--- src/rtl/vram_port_sched_if.sv ---
// Bundles the CPU, fill, scan and RAM-side signals of the VRAM port scheduler.
// The slave modport is the scheduler; master is the surrounding bridge/video/RAM side.
interface vram_port_sched_if #(
  parameter int unsigned AW = 9,
  parameter int unsigned DW = 32
);
  logic          cpu_req;
  logic          cpu_we;
  logic [AW-1:0] cpu_addr;
  logic [DW-1:0] cpu_wdata;
  logic          cpu_ack;
  logic          cpu_rvalid;
  logic [DW-1:0] cpu_rdata;

  logic          fill_start;
  logic [AW-1:0] fill_base;
  logic [AW:0]   fill_count;
  logic [DW-1:0] fill_value;
  logic          fill_busy;
  logic          fill_done;

  logic          scan_start;
  logic [AW-1:0] scan_base;
  logic [AW:0]   scan_len;
  logic          scan_busy;
  logic          scan_valid;
  logic [DW-1:0] scan_data;

  logic [AW-1:0] ram_addr_a;
  logic [DW-1:0] ram_data_a;
  logic          ram_we_a;
  logic [DW-1:0] ram_q_a;
  logic [AW-1:0] ram_addr_b;
  logic          ram_we_b;
  logic [DW-1:0] ram_q_b;

  modport slave (
    input  cpu_req, cpu_we, cpu_addr, cpu_wdata,
    input  fill_start, fill_base, fill_count, fill_value,
    input  scan_start, scan_base, scan_len,
    input  ram_q_a, ram_q_b,
    output cpu_ack, cpu_rvalid, cpu_rdata,
    output fill_busy, fill_done,
    output scan_busy, scan_valid, scan_data,
    output ram_addr_a, ram_data_a, ram_we_a, ram_addr_b, ram_we_b
  );

  modport master (
    output cpu_req, cpu_we, cpu_addr, cpu_wdata,
    output fill_start, fill_base, fill_count, fill_value,
    output scan_start, scan_base, scan_len,
    output ram_q_a, ram_q_b,
    input  cpu_ack, cpu_rvalid, cpu_rdata,
    input  fill_busy, fill_done,
    input  scan_busy, scan_valid, scan_data,
    input  ram_addr_a, ram_data_a, ram_we_a, ram_addr_b, ram_we_b
  );
endinterface

--- src/rtl/vram_port_sched.sv ---
// Dual-port VRAM sequencer: port A round-robins CPU accesses against a block-fill
// engine, port B streams a scanout run to the video pipeline.
module vram_port_sched #(
  parameter int unsigned AW = 9,
  parameter int unsigned DW = 32
) (
  input logic              clk,
  input logic              reset,
  vram_port_sched_if.slave bus
);
  localparam int unsigned CW = AW + 1;
  localparam logic [CW-1:0] MaxCnt = CW'(1) << AW;

  typedef enum logic [1:0] {FillIdle, FillRun, FillDone} fill_st_e;
  typedef enum logic       {ScanIdle, ScanRun}           scan_st_e;

  function automatic logic [CW-1:0] clamp_cnt(input logic [CW-1:0] c);
    return (c > MaxCnt) ? MaxCnt : c;
  endfunction

  fill_st_e      fill_st_q, fill_st_d;
  logic [AW-1:0] fill_ptr_q, fill_ptr_d;
  logic [CW-1:0] fill_rem_q, fill_rem_d;
  logic [DW-1:0] fill_val_q, fill_val_d;

  scan_st_e      scan_st_q, scan_st_d;
  logic [AW-1:0] scan_ptr_q, scan_ptr_d;
  logic [CW-1:0] scan_rem_q, scan_rem_d;
  logic          scan_issue_q, scan_issue_d;
  logic          scan_valid_q, scan_valid_d;
  logic [AW-1:0] addr_b_q, addr_b_d;

  logic [AW-1:0] addr_a_q, addr_a_d;
  logic [DW-1:0] data_a_q, data_a_d;
  logic          we_a_q, we_a_d;
  logic          ack_q, ack_d;
  logic          rvalid_q, rvalid_d;
  logic          prio_fill_q, prio_fill_d;

  logic          cand_cpu, cand_fill, grant_cpu, grant_fill;
  logic [CW-1:0] fill_cnt_c, scan_len_c;

  assign fill_cnt_c = clamp_cnt(bus.fill_count);
  assign scan_len_c = clamp_cnt(bus.scan_len);

  // A held request is not re-granted while its ack is showing.
  assign cand_cpu   = bus.cpu_req & ~ack_q;
  assign cand_fill  = (fill_st_q == FillRun) && (fill_rem_q != '0);
  assign grant_cpu  = cand_cpu & (~cand_fill | ~prio_fill_q);
  assign grant_fill = cand_fill & ~grant_cpu;

  always_comb begin
    addr_a_d    = addr_a_q;
    data_a_d    = data_a_q;
    we_a_d      = 1'b0;
    ack_d       = grant_cpu;
    rvalid_d    = ack_q & ~we_a_q;
    prio_fill_d = prio_fill_q;
    if (grant_cpu) begin
      addr_a_d    = bus.cpu_addr;
      data_a_d    = bus.cpu_wdata;
      we_a_d      = bus.cpu_we;
      prio_fill_d = 1'b1;
    end else if (grant_fill) begin
      addr_a_d    = fill_ptr_q;
      data_a_d    = fill_val_q;
      we_a_d      = 1'b1;
      prio_fill_d = 1'b0;
    end
  end

  always_comb begin
    fill_st_d  = fill_st_q;
    fill_ptr_d = fill_ptr_q;
    fill_rem_d = fill_rem_q;
    fill_val_d = fill_val_q;
    unique case (fill_st_q)
      FillIdle: begin
        if (bus.fill_start) begin
          fill_ptr_d = bus.fill_base;
          fill_rem_d = fill_cnt_c;
          fill_val_d = bus.fill_value;
          fill_st_d  = (fill_cnt_c == '0) ? FillDone : FillRun;
        end
      end
      FillRun: begin
        // Leave once the final word's write cycle is on the RAM port.
        if (grant_fill) begin
          fill_ptr_d = fill_ptr_q + AW'(1);
          fill_rem_d = fill_rem_q - CW'(1);
        end else if (fill_rem_q == '0) begin
          fill_st_d = FillDone;
        end
      end
      FillDone: fill_st_d = FillIdle;
      default:  fill_st_d = FillIdle;
    endcase
  end

  always_comb begin
    scan_st_d    = scan_st_q;
    scan_ptr_d   = scan_ptr_q;
    scan_rem_d   = scan_rem_q;
    scan_issue_d = 1'b0;
    scan_valid_d = scan_issue_q;
    addr_b_d     = addr_b_q;
    if (bus.scan_start) begin
      scan_ptr_d = bus.scan_base;
      scan_rem_d = scan_len_c;
      scan_st_d  = (scan_len_c == '0) ? ScanIdle : ScanRun;
    end else if (scan_st_q == ScanRun) begin
      scan_issue_d = 1'b1;
      addr_b_d     = scan_ptr_q;
      scan_ptr_d   = scan_ptr_q + AW'(1);
      scan_rem_d   = scan_rem_q - CW'(1);
      if (scan_rem_q == CW'(1)) scan_st_d = ScanIdle;
    end
  end

  always_ff @(posedge clk) begin
    if (reset) begin
      fill_st_q    <= FillIdle;
      fill_ptr_q   <= '0;
      fill_rem_q   <= '0;
      fill_val_q   <= '0;
      scan_st_q    <= ScanIdle;
      scan_ptr_q   <= '0;
      scan_rem_q   <= '0;
      scan_issue_q <= 1'b0;
      scan_valid_q <= 1'b0;
      addr_b_q     <= '0;
      addr_a_q     <= '0;
      data_a_q     <= '0;
      we_a_q       <= 1'b0;
      ack_q        <= 1'b0;
      rvalid_q     <= 1'b0;
      prio_fill_q  <= 1'b0;
    end else begin
      fill_st_q    <= fill_st_d;
      fill_ptr_q   <= fill_ptr_d;
      fill_rem_q   <= fill_rem_d;
      fill_val_q   <= fill_val_d;
      scan_st_q    <= scan_st_d;
      scan_ptr_q   <= scan_ptr_d;
      scan_rem_q   <= scan_rem_d;
      scan_issue_q <= scan_issue_d;
      scan_valid_q <= scan_valid_d;
      addr_b_q     <= addr_b_d;
      addr_a_q     <= addr_a_d;
      data_a_q     <= data_a_d;
      we_a_q       <= we_a_d;
      ack_q        <= ack_d;
      rvalid_q     <= rvalid_d;
      prio_fill_q  <= prio_fill_d;
    end
  end

  assign bus.cpu_ack    = ack_q;
  assign bus.cpu_rvalid = rvalid_q;
  assign bus.cpu_rdata  = bus.ram_q_a;
  assign bus.fill_busy  = (fill_st_q == FillRun);
  assign bus.fill_done  = (fill_st_q == FillDone);
  assign bus.scan_busy  = (scan_st_q == ScanRun);
  assign bus.scan_valid = scan_valid_q;
  assign bus.scan_data  = bus.ram_q_b;
  assign bus.ram_addr_a = addr_a_q;
  assign bus.ram_data_a = data_a_q;
  assign bus.ram_we_a   = we_a_q;
  assign bus.ram_addr_b = addr_b_q;
  assign bus.ram_we_b   = 1'b0;
endmodule
--- src/flat_wrapper.sv ---
// flat-port wrapper written by rule: the top's interface ports become plain ports
module vram_port_sched_flat 
#(
  parameter int unsigned AW = 9,
  parameter int unsigned DW = 32
)
  (clk, reset, bus_cpu_req, bus_cpu_we, bus_cpu_addr, bus_cpu_wdata, bus_fill_start, bus_fill_base, bus_fill_count, bus_fill_value, bus_scan_start, bus_scan_base, bus_scan_len, bus_ram_q_a, bus_ram_q_b, bus_cpu_ack, bus_cpu_rvalid, bus_cpu_rdata, bus_fill_busy, bus_fill_done, bus_scan_busy, bus_scan_valid, bus_scan_data, bus_ram_addr_a, bus_ram_data_a, bus_ram_we_a, bus_ram_addr_b, bus_ram_we_b);
  vram_port_sched_if #(.AW(AW), .DW(DW)) bus_i ();
  input logic clk;
  input logic reset;
  input wire logic [$bits(bus_i.cpu_req)-1:0] bus_cpu_req;
  input wire logic [$bits(bus_i.cpu_we)-1:0] bus_cpu_we;
  input wire logic [$bits(bus_i.cpu_addr)-1:0] bus_cpu_addr;
  input wire logic [$bits(bus_i.cpu_wdata)-1:0] bus_cpu_wdata;
  input wire logic [$bits(bus_i.fill_start)-1:0] bus_fill_start;
  input wire logic [$bits(bus_i.fill_base)-1:0] bus_fill_base;
  input wire logic [$bits(bus_i.fill_count)-1:0] bus_fill_count;
  input wire logic [$bits(bus_i.fill_value)-1:0] bus_fill_value;
  input wire logic [$bits(bus_i.scan_start)-1:0] bus_scan_start;
  input wire logic [$bits(bus_i.scan_base)-1:0] bus_scan_base;
  input wire logic [$bits(bus_i.scan_len)-1:0] bus_scan_len;
  input wire logic [$bits(bus_i.ram_q_a)-1:0] bus_ram_q_a;
  input wire logic [$bits(bus_i.ram_q_b)-1:0] bus_ram_q_b;
  output wire logic [$bits(bus_i.cpu_ack)-1:0] bus_cpu_ack;
  output wire logic [$bits(bus_i.cpu_rvalid)-1:0] bus_cpu_rvalid;
  output wire logic [$bits(bus_i.cpu_rdata)-1:0] bus_cpu_rdata;
  output wire logic [$bits(bus_i.fill_busy)-1:0] bus_fill_busy;
  output wire logic [$bits(bus_i.fill_done)-1:0] bus_fill_done;
  output wire logic [$bits(bus_i.scan_busy)-1:0] bus_scan_busy;
  output wire logic [$bits(bus_i.scan_valid)-1:0] bus_scan_valid;
  output wire logic [$bits(bus_i.scan_data)-1:0] bus_scan_data;
  output wire logic [$bits(bus_i.ram_addr_a)-1:0] bus_ram_addr_a;
  output wire logic [$bits(bus_i.ram_data_a)-1:0] bus_ram_data_a;
  output wire logic [$bits(bus_i.ram_we_a)-1:0] bus_ram_we_a;
  output wire logic [$bits(bus_i.ram_addr_b)-1:0] bus_ram_addr_b;
  output wire logic [$bits(bus_i.ram_we_b)-1:0] bus_ram_we_b;
  assign bus_i.cpu_req = bus_cpu_req;
  assign bus_i.cpu_we = bus_cpu_we;
  assign bus_i.cpu_addr = bus_cpu_addr;
  assign bus_i.cpu_wdata = bus_cpu_wdata;
  assign bus_i.fill_start = bus_fill_start;
  assign bus_i.fill_base = bus_fill_base;
  assign bus_i.fill_count = bus_fill_count;
  assign bus_i.fill_value = bus_fill_value;
  assign bus_i.scan_start = bus_scan_start;
  assign bus_i.scan_base = bus_scan_base;
  assign bus_i.scan_len = bus_scan_len;
  assign bus_i.ram_q_a = bus_ram_q_a;
  assign bus_i.ram_q_b = bus_ram_q_b;
  assign bus_cpu_ack = bus_i.cpu_ack;
  assign bus_cpu_rvalid = bus_i.cpu_rvalid;
  assign bus_cpu_rdata = bus_i.cpu_rdata;
  assign bus_fill_busy = bus_i.fill_busy;
  assign bus_fill_done = bus_i.fill_done;
  assign bus_scan_busy = bus_i.scan_busy;
  assign bus_scan_valid = bus_i.scan_valid;
  assign bus_scan_data = bus_i.scan_data;
  assign bus_ram_addr_a = bus_i.ram_addr_a;
  assign bus_ram_data_a = bus_i.ram_data_a;
  assign bus_ram_we_a = bus_i.ram_we_a;
  assign bus_ram_addr_b = bus_i.ram_addr_b;
  assign bus_ram_we_b = bus_i.ram_we_b;
  vram_port_sched #(.AW(AW), .DW(DW)) u_core (.clk(clk), .reset(reset), .bus(bus_i));
endmodule
--- config.mk ---
export PLATFORM = sky130hd
export DESIGN_NAME = vram_port_sched_flat
export DESIGN_NICKNAME = d
export VERILOG_FILES = /design/src/rtl/vram_port_sched_if.sv /design/src/rtl/vram_port_sched.sv /design/src/flat_wrapper.sv
export SDC_FILE = /design/constraint.sdc
export NUM_CORES = 1
export LEC_CHECK = 0
export ABC_AREA = 1
export BUFFER_PORTS_ARGS = -buffer_cell sky130_fd_sc_hd__buf_2
export CORE_MARGIN = 4
export CORE_UTILIZATION = 52
export CTS_CLUSTER_DIAMETER = 40
export CTS_CLUSTER_SIZE = 12
export DETAILED_ROUTE_END_ITERATION = 10
export GPL_TIMING_DRIVEN = 0
export PLACE_DENSITY = 0.95
export SETUP_SLACK_MARGIN = 0.15
export SLEW_MARGIN = 10
export SYNTH_ARGS = -nofsm -noshare
export SYNTH_HDL_FRONTEND = slang
export SYNTH_SLANG_ARGS = --single-unit
--- constraint.sdc ---
create_clock -name clk -period 3.4 [get_ports clk]
set_input_delay 1.02 -clock clk [delete_from_list [all_inputs] [get_ports clk]]
set_output_delay 1.02 -clock clk [all_outputs]
set_load 0.01 [all_outputs]
## Word level (Yosys, flattened, before mapping)

Cells that the tools add are included.
W data, S select, Z words.

- Register bits after elaboration: 129
- Bits of input ports: 181
- Output and inout port bits: 122

- Add/sub/neg operators: 4
- Order comparisons: 2
- Eq/ne operators: 7
- Muxes and demuxes: 30
- Bitwise operators: 11
- Reductions and logical operators: 14

Operators with widths:

| cell | count |
|---|---|
| $mux W32 | 2 |
| $mux W10 | 6 |
| $mux W9 | 6 |
| $logic_not A10 Y1 | 3 |
| $gt A10 B10 Y1 const B | 2 |
| $pmux W10 S2 | 1 |
| $sub A10 B1 Y10 const B | 2 |
| $add A9 B1 Y9 const B | 2 |
| $pmux W9 S2 | 1 |
| $eq A10 B1 Y1 const B | 1 |
| $reduce_bool A10 Y1 | 1 |
| $mux W1 | 9 |
| $mux W2 | 4 |
| $not A1 Y1 | 6 |
| $reduce_and A3 Y1 | 2 |
| $reduce_bool A2 Y1 | 3 |
| $and A1 B1 Y1 | 4 |
| $ne A2 B1 Y1 const B | 2 |
| $ne A2 B2 Y1 const B | 2 |
| $pmux W2 S2 | 1 |
| $reduce_and A2 Y1 | 2 |
| $eq A2 B1 Y1 const B | 1 |
| $eq A2 B2 Y1 const B | 1 |
| $logic_not A2 Y1 | 1 |
| other kinds (3) | 3 |

## Depth between registers and ports, before layout

- Depth after elaboration: 9
- Depth in mapped cells: 11
- Depth with buffers taken out: 10

## Worst setup path after synthesis

Ideal clock, no wire load.

- Path type: in2out
- Start: input port bus_ram_q_a[0]
- End: output port bus_cpu_rdata[0]
- Data arrival time: 1.139 ns
- Data required time: 2.380 ns
- Setup slack: 1.241 ns
- Stages: 1
- Path buffers: 1
- Cell sequence: buf_4

RTL lines:

| element | line | RTL |
|---|---|---|
| from (decl) | flat_wrapper.sv:22 | `input wire logic [$bits(bus_i.ram_q_a)-1:0] bus_ram_q_a;` |
| to (decl) | flat_wrapper.sv:26 | `output wire logic [$bits(bus_i.cpu_rdata)-1:0] bus_cpu_rdata;` |

No word-level cell between the ends.

## Worst setup path in the final report

- Start: register u_core.fill_st_q[0]
- End: output port bus_fill_busy

- Cells in the longest elaborated chain, start to end: 1

RTL lines:

| element | line | RTL |
|---|---|---|
| from (decl) | vram_port_sched.sv:21 | `fill_st_e fill_st_q, fill_st_d;` |
| from (signal assigned) | vram_port_sched.sv:122 | `fill_st_q <= FillIdle;` |
| from (signal assigned) | vram_port_sched.sv:139 | `fill_st_q <= fill_st_d;` |
| $eq A2 B1 Y1 | vram_port_sched.sv:161 | `assign bus.fill_busy = (fill_st_q == FillRun);` |
| to (decl) | flat_wrapper.sv:27 | `output wire logic [$bits(bus_i.fill_busy)-1:0] bus_fill_busy;` |

Every way passes these cells.

==> summary.txt <==
STA
  • Hold Fails Final Rpt: 0
  • Final period util: around four fifths
  • Fin Setup TNS: 0 ps
  • Worst Skew: about 8.3 ps
  • Final setup vio count: 0
  • Max Clk Rate: 376 MHz
  • Min Clock Period, post-route: 2660 ps
  • Slew Viols, Final: 0
  • Worst Slack Setup Final: around 740 ps
  • Worst-Margin Slew: around 670 ps
  • Slew headroom: a little under three fifths
  • RSZ-0062 raised after global routing: false

Min path
  • Cells on Worst Hold Path: 2
  • HP Start: u_core.scan_issue_q$_SDFF_PP0_
  • WHS Endpoint: u_core.bus.scan_valid$_SDFF_PP0_
  • Hold crit path type: flop to flop

Floorplan
  • Num rows: 42
  • Initial core utilization: a little over half
  • Die height: 125 um
  • Top Ports: 303
  • Chip width: 125 um
  • Die Area: between 15000 and 20000 um^2
  • Core Box Area: roughly 13000 um^2

Clock network
  • Setup bufs post-CTS: 0
  • H-tree level count: 4
  • Total CTS buffers: 17
  • Root Buffer: clkbuf_16
  • Clock sinks: roughly 130
  • Clock transition at path regs: 50 ps
  • # hold bufs at CTS: 0
  • CTS resizes: 0
  • CTS tree: done
  • Clk_lat worst skew: approximately 430 ps
  • CTS Buffer Depth: 2

Critical path
  • Slowest stage delay, CP: between 300 and 400 ps
  • CP delay by family, top: buffers and inverters
  • WP data arrival: around 1600 ps
  • Most frequent CP cell: buf_2
  • Critical path buffers and inverters: 3
  • CP Class: flop to output pin
  • Worst setup EP type: output pin
  • CP max-delay cell: dfxtp_1
  • R2R depth: 11
  • Req. time, crit path: 2380 ps
  • Reg2reg setup slack: roughly 1500 ps
  • Critical Path Source Type: flop
  • Worst-path fanout max: 10
  • CP Cell Sequence: inv_1 -> nor2_4 -> buf_2 -> buf_2
  • FF-to-FF Start: u_core.fill_rem_q[0]$_SDFFE_PP0P_
  • Stages on worst setup path: 4
  • R2r endpoint: u_core.bus.ram_data_a[29]$_SDFFE_PP0P_

Placement
  • Detailed Place HPWL: 17.8 mm
  • Placed cells: 1479
  • GP Congestion: about 0.90
  • Buffers on Ports: ~240
  • Pre-CTS setup slack: 944 ps

Global route
  • Global Route Usage Sum: roughly 29%
  • Number of global-route vias before repair: between 7k and 8k
  • Initial antenna violation count: 1
  • Largest net degree at the start of global routing: 17
  • Grt ovf: 0
  • First-pass GRT wire length: between 30 and 40 mm

Power
  • Leak: 0.00485 uW
  • Max VDD drop: 0.408 mV
  • Power Density: about 520 nW/um^2

Finish
  • P&R area growth vs syn: 27.2%
  • Nets: about 1.5k
  • Filler instances: approximately 1.1k
  • Post-Route Utilization: between 60% and 70%
  • Layout Cells excl Fill: 1508
  • Share of cells above drive strength 1: 27.3%

Drt
  • ANT nets after route: 0
  • Via density: ~5.5
  • Vias post-DR: 8273
  • Initial DRC Count: 785
  • Final WL: around 24 mm
  • Remaining DRCs: 0
  • Drt first pass iters: 5
  • Drt wl/cell: ~16 um

Synthesis
  • Seq/Total Area, Yosys: between 30% and 40%
  • Async S/R FF share, synth: 0%
  • Yosys cell types: 43
  • Ys Warns: 0
  • Post-synth EDFFs: 0
  • Synth Register Bits: approximately 130
  • Most used DFF post-synth: dfxtp_1
  • Mean cell area of the mapped netlist: roughly 6.7 um^2
  • Mapped Area: 7140 um^2
  • Syn Inst Count: ~1.1k
  • Post-Syn Nets: about 1.3k

Flow run
  • Maxcap violations: 0

Outcome
  • Status: complete, no violations
[worst max path at each step]
stage                                     start                            endpoint  slack, ps
6_report       u_core.fill_st_q[0]$_SDFFE_PP0P_                       bus_fill_busy        740
5_1_grt        u_core.fill_st_q[0]$_SDFFE_PP0P_                       bus_fill_busy        690
4_1_cts        u_core.fill_st_q[0]$_SDFFE_PP0P_                       bus_fill_busy        750
3_5_place_dp                              reset  u_core.fill_val_q[14]$_SDFFE_PP0P_        940
3_3_place_gp                              reset  u_core.fill_val_q[14]$_SDFFE_PP0P_        970
2_1_floorplan                    bus_ram_q_a[0]                    bus_cpu_rdata[0]       1240
[worst register-to-register path, delay by kind of cell, from the launching register on]
family | cells | cell delay, ps
and+or+nand+nor | 7 | 830
buffers and inverters | 3 | 530
DFF | 1 | 310
adders and majority gates | 1 | 180
[report_power, final]
| group | internal [uW] | switching [uW] | total [uW] |
|---|---|---|---|
| Combinational | 449 | 740 | 1190 |
| Clock | 1080 | 649 | 1730 |
| Sequential | 1670 | 124 | 1790 |
[placed cells by master (no fill, tap or decap), types with 21 or more instances in the layout]
cell type | netlist | layout
dfxtp_1 | 129 | 129
inv_1 | 93 | 93
buf_4 | 66 | 66
a21oi_1 | 21 | 21
nand3_1 | 145 | 145
buf_2 | 21 | 257
clkbuf_1 | 33 | 37
o2111ai_1 | 41 | 41
nand2_1 | 232 | 232
o21ai_0 | 65 | 65
nor2_1 | 150 | 150
[layout make-up]
class                           count  area [um^2]  area share, %
Antenna cell                        1         2.50         0.0275
Buffer                            130          777           8.55
Clock buffer                       22          454           5.00
Clock inverter                      6         86.3          0.950
Inverter                           96          360           3.97
Multi-Input combinational cell    712         3420           37.7
Sequential cell                   129         2580           28.4
Tap cell                          176          220           2.42
Timing Repair Buffer              236         1180           13.0
[per-layer routing]
layer	global-route usage, %	vias up	routed length, um
met1	33.2	3702	8730
met4	15.8	0	921
met3	8.83	94	2660
met5	0	-	0
met2	47.9	517	11500
li1	-	3960	-
[registers in the layout, summed over array words and instances (netlist names)]
name                   cells
u_core.bus.ram_data_a     32
u_core.fill_val_q         32
u_core.fill_rem_q         10
u_core.scan_rem_q         10
u_core.bus.ram_addr_a      9
u_core.bus.ram_addr_b      9
u_core.fill_ptr_q          9
u_core.scan_ptr_q          9
u_core.fill_st_q           2
u_core.bus.cpu_ack         1
u_core.bus.cpu_rvalid      1
u_core.bus.ram_we_a        1
u_core.bus.scan_busy       1
u_core.bus.scan_valid      1
u_core.prio_fill_q         1
u_core.scan_issue_q        1
[cell families after synthesis]
| family | share of synthesized area, % |
|---|---|
| AND/OR/NAND/NOR | 33.4 |
| buffers and inverters | 15.9 |
| AO/OA/AOI/OAI | 13.0 |
| flip-flops | 36.2 |
| adder cells (fa/ha/maj) | 1.05 |
| XOR/XNOR | 0.491 |
| other | 0.0525 |
[per-stage QoR]
step           area, um^2  hold slack [ps]  total power (uW)
2_1_floorplan        7140              388              2580
3_3_place_gp         8540              396              2930
3_5_place_dp         8540              398              2970
4_1_cts              9080              405              4680
5_1_grt              9090              430              4910
6_report             9090              400              4710
[cells in the mapped netlist (6+ instances only)]
cell	count	area, um^2
o21ai_0	65	325
dfxtp_1	129	2580
nand3_1	145	726
nand4_1	6	37.5
inv_1	93	349
clkbuf_1	33	124
buf_2	21	105
ha_1	6	75.1
nor3_1	6	30.0
a21oi_1	21	105
o2111ai_1	41	359
buf_4	66	495
nor2_1	150	563
nand2_1	232	871
buf_1	8	30.0
Power figures use the tool's default switching activity.
